--- config.mk ---
export PLATFORM = sky130hd
export DESIGN_NAME = brpuf_eval_ctrl
export DESIGN_NICKNAME = d
export VERILOG_FILES = /design/src/rtl/brpuf_eval_ctrl.sv
export SDC_FILE = /design/constraint.sdc
export NUM_CORES = 1
export LEC_CHECK = 0
export ABC_AREA = 0
export ABC_CLOCK_PERIOD_IN_PS = 5500
export CAP_MARGIN = 10
export CORE_MARGIN = 3
export CORE_UTILIZATION = 40
export CTS_BUF_LIST = sky130_fd_sc_hd__clkbuf_4
export DETAILED_ROUTE_END_ITERATION = 16
export PLACE_DENSITY_LB_ADDON = 0.15
export REMOVE_ABC_BUFFERS = 1
export SLEW_MARGIN = 20
export SYNTH_ARGS = -nofsm -noshare
export SYNTH_HDL_FRONTEND = slang
export SYNTH_SLANG_ARGS = --single-unit
--- constraint.sdc ---
create_clock -name clk -period 5.5 [get_ports clk]
set_input_delay 1.1 -clock clk [delete_from_list [all_inputs] [get_ports clk]]
set_output_delay 1.1 -clock clk [all_outputs]
set_load 0.01 [all_outputs]
--- src/rtl/brpuf_eval_ctrl.sv ---
// Evaluation controller for a 64-stage bistable-ring PUF: per challenge, runs
// NUM_EVALS reset/settle/sample rounds and reports the majority-voted bit.
module brpuf_eval_ctrl #(
  parameter int RST_CYCLES    = 16,
  parameter int SETTLE_CYCLES = 1024,
  parameter int NUM_EVALS     = 7
) (
  input  logic        clk,
  input  logic        rst,
  input  logic [63:0] chal_in,
  input  logic        chal_valid,
  output logic        chal_ready,
  output logic [63:0] ring_chal,
  output logic        ring_rst,
  input  logic        p_bit,
  output logic        resp_bit,
  output logic        resp_stable,
  output logic        resp_valid,
  input  logic        resp_ready,
  output logic        busy
);

  generate
    if ((NUM_EVALS % 2) == 0 || NUM_EVALS < 1 || NUM_EVALS > 255 ||
        RST_CYCLES < 1 || RST_CYCLES > 65535 ||
        SETTLE_CYCLES < 4 || SETTLE_CYCLES > 65535) begin : g_bad_param
      $error("brpuf_eval_ctrl: illegal parameter value (NUM_EVALS must be odd, 1..255)");
    end
  endgenerate

  localparam logic [2:0] S_IDLE   = 3'd0;
  localparam logic [2:0] S_RESET  = 3'd1;
  localparam logic [2:0] S_SETTLE = 3'd2;
  localparam logic [2:0] S_SAMPLE = 3'd3;
  localparam logic [2:0] S_DONE   = 3'd4;

  // Phase counter holds "cycles remaining minus one" for the current state.
  localparam logic [15:0] RST_LOAD    = 16'(RST_CYCLES - 1);
  localparam logic [15:0] SETTLE_LOAD = 16'(SETTLE_CYCLES - 1);
  localparam logic [7:0]  EVALS       = 8'(NUM_EVALS);
  localparam logic [7:0]  HALF        = 8'(NUM_EVALS / 2);

  logic [2:0]  state;
  logic [15:0] phase;
  logic [7:0]  ones_cnt;
  logic [7:0]  eval_cnt;
  logic [7:0]  eval_next;
  logic        p_meta;
  logic        p_sync;
  logic        in_done;

  assign eval_next = eval_cnt + 8'd1;

  // NOTE: all state is updated with non-blocking assignments so every flop
  // samples pre-edge values, which keeps the synchronizer a true 2-stage chain.
  always_ff @(posedge clk) begin
    if (rst) begin
      state     <= S_IDLE;
      phase     <= 16'd0;
      ones_cnt  <= 8'd0;
      eval_cnt  <= 8'd0;
      ring_chal <= 64'd0;
      p_meta    <= 1'b0;
      p_sync    <= 1'b0;
    end else begin
      p_meta <= p_bit;
      p_sync <= p_meta;
      case (state)
        S_IDLE: begin
          if (chal_valid) begin
            ring_chal <= chal_in;
            ones_cnt  <= 8'd0;
            eval_cnt  <= 8'd0;
            phase     <= RST_LOAD;
            state     <= S_RESET;
          end
        end
        S_RESET: begin
          if (phase == 16'd0) begin
            phase <= SETTLE_LOAD;
            state <= S_SETTLE;
          end else begin
            phase <= phase - 16'd1;
          end
        end
        S_SETTLE: begin
          if (phase == 16'd0) begin
            phase <= 16'd0;
            state <= S_SAMPLE;
          end else begin
            phase <= phase - 16'd1;
          end
        end
        S_SAMPLE: begin
          ones_cnt <= ones_cnt + {7'd0, p_sync};
          eval_cnt <= eval_next;
          if (eval_next == EVALS) begin
            phase <= 16'd0;
            state <= S_DONE;
          end else begin
            phase <= RST_LOAD;
            state <= S_RESET;
          end
        end
        S_DONE: begin
          if (resp_ready) begin
            phase <= 16'd0;
            state <= S_IDLE;
          end
        end
        default: begin
          phase <= 16'd0;
          state <= S_IDLE;
        end
      endcase
    end
  end

  assign in_done     = (state == S_DONE);
  assign chal_ready  = (state == S_IDLE);
  assign busy        = (state != S_IDLE);
  assign ring_rst    = (state != S_SETTLE) && (state != S_SAMPLE);
  assign resp_valid  = in_done;
  assign resp_bit    = in_done && (ones_cnt > HALF);
  assign resp_stable = in_done && ((ones_cnt == 8'd0) || (ones_cnt == EVALS));

endmodule
Word-level counts from Yosys, hierarchy flattened
Cells that the tools add are included.

Register bits after elaboration: 101. Input bits: 69. Output and inout bits: 70. Word-level logic and storage cells: 51.

Add/subtract/negate cells: 3. Magnitude comparators: 1. Equal/unequal tests: 12. Mux-type cells: 15. Reductions and logical operators: 13.

Operators with widths (count): 16-bit one-hot mux with 5 select lines (1); 16-bit 2-to-1 mux (4); 8-bit one-hot mux with 2 select lines (2); 8-bit by 3-bit equality test with 1-bit output, second input constant (2); 16-bit zero test (1); 16-bit by 1-bit subtractor with 16-bit output, second input constant (1); 3-bit 2-to-1 mux (5); 3-bit one-hot mux with 5 select lines (1); 8-bit by 1-bit adder with 8-bit output (1); 8-bit by 1-bit adder with 8-bit output, second input constant (1); 8-bit by 2-bit greater-than comparator with 1-bit output, second input constant (1); 8-bit zero test (1); 8-bit 2-to-1 mux (1); 2-bit inequality test, second input constant (4); 3-bit by 2-bit equality test with 1-bit output, second input constant (2); 3-bit by 2-bit inequality test with 1-bit output, second input constant (2); 2-bit AND reduction (3); 4-bit 2-to-1 mux (1); 4-bit AND reduction (1); 3-bit by 1-bit equality test with 1-bit output, second input constant (1); 3-bit equality test, second input constant (1); 1-bit logical AND (3); 3-bit zero test (1); 3-bit nonzero test (1); other kinds (2) (2).

Logic depth before layout (Yosys ltp)
Gate-level depths: netlist (run 1).

Depth in word-level cells: 4. Gate-level depth with buffers: 8. Gate-level depth less buffers: 7.

Least setup slack after synthesis (run 1)
Ideal clock, no wire load.

Path type: input -> register. From: input chal_valid. To: register ring_chal[48]. Setup time: 0.132 ns. Arrival: 2.377 ns. Data required time: 5.368 ns. Slack: 2.991 ns. Stages on the path: 6. Path buffers: 3. Cells stage by stage: or4b_2 -> clkbuf_1 -> clkbuf_1 -> clkbuf_1 -> nand2_1 -> a21oi_1.

Cells in the longest elaborated chain, start to end: 1.

Ends and longest elaborated chain: start, declared (RTL line 11) `input logic chal_valid,`; 2-bit AND reduction (no source line); end signal, assigned (RTL line 71) `ring_chal <= chal_in;`; end, declared (RTL line 13) `output logic [63:0] ring_chal,`.

No other way between the ends. A chain may end at the register's enable or synchronous reset.

Worst setup path in the final report (run 1)
From: register state[0]. To: output resp_stable.

Cells in the longest elaborated chain, start to end: 2.

Ends and longest elaborated chain: start, declared (RTL line 43) `logic [2:0] state;`; start signal, assigned (RTL line 58) `state <= S_IDLE;`; start signal, assigned (RTL line 75) `state <= S_RESET;`; start signal, assigned (RTL line 81) `state <= S_SETTLE;`; 3-bit equality test (RTL line 119) `assign in_done = (state == S_DONE);`; 1-bit logical AND (RTL line 125) `assign resp_stable = in_done && ((ones_cnt == 8'd0) || (ones_cnt == EVALS));`; end, declared (RTL line 17) `output logic resp_stable,`.

No other way between the ends.

==> summary.md, run 1 <==
| Metric | Value |
|---|---|
| CP Buf/Inv Count | 1 |
| Max-Cap Viols | 0 |
| CTS buffer count | 9 |
| Clock Latency Late Sink | 440 ps |
| Drt total wl | 11.93 mm |
| Cell Chain, Critical Path | nor2_1 > nand2_1 > a211oi_1 > clkdlybuf4s50_1 |
| Post-Syn Instances | roughly 570 |
| Avg WL per Cell | roughly 14 um |
| Clk root buf | clkbuf_4 |
| Vias | 4,351 |
| Layout cell share with drive strength beyond 1 | 0.04942 |
| Hold path cells | 2 |
| Die X | 110.5 um |
| Area growth syn-to-layout | 35.83% |
| Sequential area share after synthesis | 0.4625 |
| CTS tree | built |
| Most frequent cells in the layout | nand2_1, clkdlybuf4s50_1, dfxtp_1, a21oi_1, nor2_1 |
| Period utilization | 0.5797 |
| Cell variety after synth | 54 |
| Critical path depth | 4 |
| Worst reg-to-reg path cell count | 6 |
| Least-Margin Pin Slew | 913.4 ps |
| Final max-slew violation count | 0 |
| FFs w/ async S/R, synth | 0 |
| Core Box Area | 10,460 um2 |
| Sequential power share | 0.396 |
| Layout net count | 758 |
| Yosys warns | 0 |
| Clk_skew | ~16 ps |
| Vias per cell | approximately 5.3 |
| Initial Utilization | 0.4178 |
| Antenna Cells | 0 |
| Global-route wire length before repair | about 20 mm |
| # resized after CTS | 0 |
| Hold WS | 463.0 ps |
| Combinational fraction of design power | 0.439 |
| Die height | about 110 um |
| Clk sink count | between 100 and 150 |
| Setup repair after global routing missed its margin | no |
| H-tree depth | 3 |
| Worst vdd ir | 345.0 uV |
| #FFs+latches synth | just over 100 |
| Setup Viol. Count Final | 0 |
| Top FF cell, synth | dfxtp_1 |
| Clk slew on worst S/H paths | 150 ps |
| Slowest cell on crit path | clkdlybuf4s50_1 |
| Final hold viol count | 0 |
| Die area | 12,220 um2 |
| Cell Area, Synth | 4372 um2 |
| DR iter-0 viols | about 210 |
| Min cycle time layout | around 3200 ps |
| Clock network power share | 0.165 |
| Outcome | finished, final reports clean |
| Initial antenna violation count | 0 |
| Pwr Density | 407.5 nW/um2 |
| Largest stage delay on the critical path | 570 ps |
| CP required | roughly 4400 ps |
| Critical Path End Type | output port |
| Clock Tree Buf Depth | 2 |
| Pre-Repair DR Iteration Count | 4 |
| GRT Overall Usage | 0.1900 |
| HPWL Detailed | 8.275 mm |
| Crit Path Category | reg -> out |
| Leakage | 2.149 nW |
| Critical path's top delay family | buffers and inverters |
| Switching share of total power | 0.3921 |
| Mean Syn Cell Area | around 7.7 um2 |
| Number of global-route vias before repair | 4,099 |
| Switching pwr | 0.0009488 W |
| I/O pin total | 139 |
| P_int | 0.001471 W |
| Setup_tns | 0 ps |
| Startpoint Class | flip-flop |
| Placer Congestion | 0.8420 |
| Most common cell after layout, fill and taps aside | nand2_1 |
| Number of setup buffers added after CTS | 0 |
| # hold bufs at CTS | 0 |
| Worst Hold Class | reg -> reg |
| Antenna Nets Post-Route | 0 |
| Num rows | 37 |
| CP max FO | 16 |
| Critical Path AT | 2090 ps |
| I/O Buffers | 138 |
| Post-synth EDFFs | 0 |
| Total global routing overflow | 0 |
| FMAX | 313.6 MHz |
| Worst rel slew slack | 0.3911 |
| Residual DRC count | 0 |
| Largest net degree at the start of global routing | 89 |
==> metrics by stage <==
step                total power, W  std cells  setup WS [ps]  utilization  instance area (um2)
finish                    0.002420        824           2312       0.5676                 5938
global route              0.002608        824           2104       0.5676                 5938
CTS                       0.002448        824           2273       0.5676                 5938
detailed placement        0.002038        808           1919       0.5538                 5794
global placement          0.002018        808           1955       0.5538                 5794
floorplan                 0.001609        530           2555            -                 4217
==> registers in the layout, summed over array words and instances (netlist names) <==
register   flops
eval_cnt       8
ones_cnt       8
p_meta         1
p_sync         1
phase         16
ring_chal     64
state          3
==> cell families after synthesis <==
group,after synthesis,synth area share
AND/OR/NAND/NOR,267,0.2736
AO/OA/AOI/OAI,140,0.1886
flip-flops,101,0.4625
buffers and inverters,49,0.04408
adder cells (fa/ha/maj),6,0.01717
multiplexers,4,0.01002
XOR/XNOR,2,0.004008
==> power groups by stage <==
stage / Clock [W] / Sequential [W] / Combinational [W]
3_5_place_dp: 0 / 0.000975 / 0.00106
3_3_place_gp: 0 / 0.000967 / 0.00105
6_report: 0.000398 / 0.000958 / 0.00106
5_1_grt: 0.000444 / 0.000980 / 0.00118
2_1_floorplan: 0 / 0.000989 / 0.000620
4_1_cts: 0.000418 / 0.000959 / 0.00107
==> area by class of cell <==
type	count	area [um2]
clock buffer	10	75.07
clock inverter	6	68.82
fill	1046	4524
inverter	10	37.54
multi-input combinational	419	2158
sequential	101	2022
tap	136	170.2
timing repair buffer	142	1406
==> routing by layer <==
layer	up-vias	GRT usage	wire length [um]
met5	-	0	0
met4	0	0.06486	195
met3	16	0.09260	1464
met2	142	0.2824	5157
met1	2005	0.2403	5116
li1	2188	-	-
==> worst paths after layout <==
kind | startpoint | end | slack, ps
worst max-delay path | state[0] | resp_stable | 2310
worst min register to register | ring_chal[16] | ring_chal[16] | 460
worst min-delay path | ring_chal[16] | ring_chal[16] | 460
worst max register to register | state[0] | eval_cnt[5] | 3040
==> cells in the mapped netlist, drive strengths merged (3+ instances only) <==
cell type | instances | area, um2
a211oi | 3 | 22.52
a21boi | 3 | 22.52
a21oi | 81 | 405.4
a311oi | 6 | 52.55
a31oi | 12 | 75.07
and2 | 4 | 25.02
and3 | 3 | 18.77
and3b | 3 | 26.28
buf | 4 | 23.77
clkbuf | 35 | 131.4
dfxtp | 101 | 2022
ha | 6 | 75.07
inv | 10 | 37.54
mux2 | 3 | 33.78
nand2 | 161 | 604.3
nand2b | 5 | 31.28
nand3 | 14 | 70.07
nand4 | 3 | 18.77
nor2 | 33 | 123.9
nor3 | 15 | 75.07
nor4 | 6 | 50.04
o211ai | 3 | 22.52
o21ai | 14 | 70.06
o22ai | 3 | 18.77
or2 | 3 | 18.77
or3 | 5 | 31.28
or4 | 4 | 37.53
==> worst reg2reg max path: cells and delay by family, from the launching register on <==
kind | cells | cell delay, ps
flip-flops | 1 | 480
AND/OR/NAND/NOR | 3 | 1150
buffers and inverters | 1 | 350
AO/OA/AOI/OAI | 2 | 360
(Power assumes the default switching activity.)
==> run 2: changes to the inputs <==
--- a/config.mk
+++ b/config.mk
@@ -6,7 +6,7 @@
 export NUM_CORES = 1
 export LEC_CHECK = 0
 export ABC_AREA = 0
-export ABC_CLOCK_PERIOD_IN_PS = 5500
+export ABC_CLOCK_PERIOD_IN_PS = 3050
 export CAP_MARGIN = 10
 export CORE_MARGIN = 3
 export CORE_UTILIZATION = 40
==> constraint.sdc (replaced) <==
create_clock -name clk -period 3.05 [get_ports clk]
set_input_delay 0.61 -clock clk [delete_from_list [all_inputs] [get_ports clk]]
set_output_delay 0.61 -clock clk [all_outputs]
set_load 0.01 [all_outputs]
==> run 2 against run 1 <==
First-iteration DRC count fell by 11%; routed wire length rose by 1.4%; clock skew rose by 0.94 ps; die area did not move; setup slack got worse by 2000 ps; sequential cell count did not move.
==> summary.md, run 2 (same netlist as run 1, synthesis figures left out) <==
| Metric | Value |
|---|---|
| Clock Latency Late Sink | between 400 and 500 ps |
| Hold WS | roughly 460 ps |
| Switching share of total power | 0.3934 |
| Largest net degree at the start of global routing | 71 |
| Min cycle time layout | ~2800 ps |
| Number of setup buffers added after CTS | 0 |
| Clk sink count | 101 |
| Max reg flops | 64 |
| Outcome | finished, final reports clean |
| Sequential power share | 0.396 |
| Global-route wire length before repair | 19.69 mm |
| Layout net count | between 700 and 800 |
| Vias per cell | between 5 and 6 |
| H-tree depth | 3 |
| Critical Path AT | 2150 ps |
| Clock Tree Buf Depth | 2 |
| Most flops, register | ring_chal |
| Max-Cap Viols | 0 |
| Clk_skew | 17.20 ps |
| CP max FO | 16 |
| Die X | 110.5 um |
| FMAX | 362.8 MHz |
| Worst Hold Class | in -> reg |
| RR Endpoint | state[0] |
| Critical Path End Type | output port |
| CTS tree | built |
| Top Registers | ring_chal x64, phase x16 |
| Most common cell after layout, fill and taps aside | nand2_1 |
| I/O pin total | 139 |
| Initial antenna violation count | 0 |
| HPWL Detailed | 8.412 mm |
| Area growth syn-to-layout | 36.12% |
| Pre-Repair DR Iteration Count | 4 |
| Least-Margin Pin Slew | 759.0 ps |
| Worst reg-to-reg path cell count | 7 |
| Crit Path Category | reg -> out |
| Clk slew on worst S/H paths | 150 ps |
| Antenna Cells | 0 |
| CP required | 2440 ps |
| Placer Congestion | 0.8713 |
| Number of global-route vias before repair | 4,066 |
| Placed insts | roughly 800 |
| R2R Setup Slk | roughly 480 ps |
| # hold bufs at CTS | 0 |
| Startpoint Class | flip-flop |
| Num rows | 37 |
| Switching pwr | between 0.0015 and 0.002 W |
| Final hold viol count | 0 |
| Worst rel slew slack | 0.4921 |
| Final Non-Filler Cells | 824 |
| Worst r2r src | phase[0] |
| Vias | 4,345 |
| Total global routing overflow | 0 |
| Initial Utilization | 0.4178 |
| Launch point of the worst path | state[0] |
| Pwr Density | 733.3 nW/um2 |
| I/O Buffers | 138 |
| Combinational fraction of design power | 0.446 |
| Worst vdd ir | approximately 370 uV |
| Residual DRC count | 0 |
| Clk root buf | clkbuf_4 |
| Setup repair after global routing missed its margin | no |
| Layout cell share with drive strength beyond 1 | 0.04942 |
| GRT Overall Usage | 0.1922 |
| Period utilization | 0.9038 |
| Most frequent cells in the layout | nand2_1, clkdlybuf4s50_1, dfxtp_1, a21oi_1, nor2_1 |
| Die area | 12,220 um2 |
| Core Box Area | 10,460 um2 |
| Drt total wl | 12.10 mm |
| Setup crit end | resp_stable |
| Die height | approximately 110 um |
| Leakage | 2.158 nW |
| # resized after CTS | 0 |
| DR iter-0 viols | about 180 |
| Antenna Nets Post-Route | 0 |
| Setup Viol. Count Final | 0 |
| CTS buffer count | 9 |
| Clock network power share | 0.158 |
| Avg WL per Cell | 14.68 um |
| Final max-slew violation count | 0 |
| P_int | 0.002647 W |
| Setup_tns | 0 ps |
| Fill cells | 1,041 |
-- run 2: critical path: stages (launching register included) --
cell and delay, ps:
dfxtp_1 490, nor2_1 220, nand2_1 140, a211oi_1 270, clkdlybuf4s50_1 580
-- run 2: power groups by stage --
stage	Clock, W	Sequential [W]	Combinational, W
final	0.000691	0.00173	0.00194
after global routing	0.000765	0.00177	0.00216
after CTS	0.000717	0.00173	0.00196
after detailed placement	0	0.00175	0.00194
after global placement	0	0.00174	0.00191
after floorplan	0	0.00178	0.00112
-- run 2: through the flow --
step	power (W)	utilization	worst slack, ps	area [um2]
after global routing	0.004695	0.5688	57.11	5951
after CTS	0.004400	0.5688	250.2	5951
after detailed placement	0.003697	0.5564	363.0	5822
final	0.004364	0.5688	293.4	5951
after floorplan	0.002901	-	388.3	4217
after global placement	0.003647	0.5564	400.9	5822
-- run 2: worst min-delay path by stage --
stage | startpoint | endpoint | slack [ps] | depth (start not counted)
final | rst | ring_chal[52] | 460 | 2
after floorplan | p_meta | p_sync | 410 | 1
after detailed placement | ring_chal[39] | ring_chal[39] | 450 | 2
after global routing | rst | ring_chal[52] | 410 | 2
after CTS | rst | ring_chal[52] | 420 | 2
after global placement | ring_chal[6] | ring_chal[6] | 440 | 2
-- run 2: metal layers --
layer | vias up | GRT usage | part of all wire
li1 | 2184 | - | -
met1 | 2028 | 0.2304 | 0.43
met2 | 126 | 0.3034 | 0.45
met3 | 7 | 0.1118 | 0.11
met4 | 0 | 0.03284 | 0.0061
met5 | - | 0 | 0
-- run 2: layout make-up --
cell class                 count  area [um2]  share of cell area
sequential                   101        2022              0.3398
inverter                      10       37.54            0.006308
clock inverter                 5       61.31             0.01030
multi-input combinational    419        2158              0.3627
timing repair buffer         144        1434              0.2410
clock buffer                   9       67.56             0.01135
tap                          136       170.2             0.02860
==> run 3: changes to the inputs <==
==> constraint.sdc (replaced) <==
create_clock -name clk -period 3.05 [get_ports clk]
set_input_delay 0.61 -clock clk [delete_from_list [all_inputs] [get_ports clk]]
set_output_delay 0.61 -clock clk [all_outputs]
set_load 0.05 [all_outputs]
==> run 3 against run 2 <==
Worst hold slack worse by 14 ps; routed wire length is 0.58% lower; die area stayed put; clock-buffer cell count is 1 higher; core utilization is 0.47 points higher; sequential power hardly changed; register-to-register slack better by 40 ps; combinational power is 25% higher; clock skew is 3.5 ps higher; maximum frequency is 3.0% lower; via count is 0.67% lower; critical path type unchanged; largest power group unchanged.
==> summary.md, run 3 (same netlist as run 1, synthesis figures left out) <==
| Metric | Value |
|---|---|
| Outcome | finished, final reports clean |
| Final instance area | 6000 um2 |
| Clk slew on worst S/H paths | between 150 and 200 ps |
| Crit Path Category | reg -> out |
| FMAX | 351.8 MHz |
| Initial Utilization | 0.4178 |
| CP required | 2440 ps |
| Setup Viol. Count Final | 0 |
| Die height | 110.5 um |
| Num rows | 37 |
| Least-Margin Pin Slew | 765.0 ps |
| Critical path's top delay family | buffers and inverters |
| Max reg flops | 64 |
| Global-route wire length before repair | 19.97 mm |
| Worst Hold Class | in -> reg |
| Antenna Nets Post-Route | 0 |
| Most flops, register | ring_chal |
| CTS tree | built |
| Clock Latency Late Sink | between 400 and 500 ps |
| Setup_tns | 0 ps |
| H-tree depth | 3 |
| CP max FO | 15 |
| Leakage | 2.193 nW |
| Startpoint Class | flip-flop |
| Largest net degree at the start of global routing | a little over 70 |
| Total global routing overflow | 0 |
| Top Registers | ring_chal x64, phase x16 |
| GRT Overall Usage | 0.1943 |
| Clk_skew | 20.71 ps |
| Die area | 12,220 um2 |
| Period utilization | 0.9321 |
| Clock Tree Buf Depth | 2 |
| Cell Chain, Critical Path | buf_4 > or3_1 > inv_1 > clkdlybuf4s50_1 |
| Final hold viol count | 0 |
| Initial antenna violation count | 0 |
| Antenna Cells | 0 |
| Pwr Density | 824.1 nW/um2 |
| Critical Path End Type | output port |
| Layout net count | 761 |
| Hold WS | between 400 and 500 ps |
| Clk root buf | clkbuf_4 |
| Pre-Repair DR Iteration Count | 4 |
| Critical Path AT | 2230 ps |
| Area growth syn-to-layout | 37.24% |
| Placer Congestion | 0.8531 |
| Worst rel slew slack | 0.4881 |
| Residual DRC count | 0 |
| Min cycle time layout | about 2800 ps |
| Worst vdd ir | 485.4 uV |
| Core Box Area | 10,460 um2 |
| Drt total wl | roughly 12 mm |
| Die X | 110.5 um |
| I/O pin total | approximately 140 |
| Most frequent cells in the layout | nand2_1, clkdlybuf4s50_1, dfxtp_1, a21oi_1, nor2_1 |
| Clk sink count | about 100 |
| DR iter-0 viols | 188 |
| CP Buf/Inv Count | 3 |
| Final max-slew violation count | 0 |
| Avg WL per Cell | 14.55 um |
| Vias per cell | 5.219 |
| Slowest cell on crit path | clkdlybuf4s50_1 |
| Layout cell share with drive strength beyond 1 | 0.05355 |
| I/O Buffers | 138 |
| # hold bufs at CTS | 0 |
| Max-Cap Viols | 0 |
| Number of global-route vias before repair | 4,090 |
| Vias | ~4,300 |
| Most common cell after layout, fill and taps aside | nand2_1 |
| Setup repair after global routing missed its margin | no |
| CTS buffer count | 9 |
| Largest stage delay on the critical path | 800 ps |
| HPWL Detailed | 8.342 mm |
| Placed cell area | 5829 um2 |
run 3: path summary, 6_finish.rpt:
| path | start | to | slack, ps | depth (start not counted) |
|---|---|---|---|---|
| hold reg to reg | ring_chal[51] | ring_chal[51] | 460 | 2 |
| setup / recovery | state[0] | chal_ready | 210 | 4 |
| hold / removal | rst | ring_chal[19] | 440 | 2 |
| setup reg to reg | phase[0] | state[0] | 520 | 7 |
run 3: repair_timing:
item                       4_1_cts  5_1_grt
setup endpoints to repair        0        1
buffers inserted                 0        0
gates resized for setup          0        1
run 3: stage by stage:
stage / cells / power, W / setup slack (ps) / util
4_1_cts: 827 / 0.004972 / 107.8 / 0.5732
2_1_floorplan: 530 / 0.003359 / 82.57 / -
3_3_place_gp: 811 / 0.004111 / 399.6 / 0.5572
3_5_place_dp: 811 / 0.004145 / 359.9 / 0.5572
6_report: 827 / 0.004944 / 207.2 / 0.5734
5_1_grt: 827 / 0.005284 / 75.22 / 0.5734
run 3: layer usage:
metal | GRT usage | vias up | routed length, um
met5 | 0 | - | 0
met4 | 0.05665 | 0 | 124
met3 | 0.09041 | 11 | 1223
met2 | 0.2961 | 130 | 5295
met1 | 0.2463 | 1985 | 5387
li1 | - | 2190 | -
run 3: cell type report:
type / instances / area [um2]
clock buffers: 10 / 75.07
multi-input cells: 419 / 2158
well taps: 136 / 170.2
fillers: 1000 / 4463
flip-flops and latches: 101 / 2022
clock inverters: 6 / 92.59
repair buffers: 145 / 1444
inverters: 10 / 37.54
run 3: power by group:
group | internal [W] | switching, W | total [W]
Clock | 0.000348 | 0.000466 | 0.000814
Combinational | 0.000861 | 0.00156 | 0.00242
Sequential | 0.00154 | 0.000168 | 0.00171
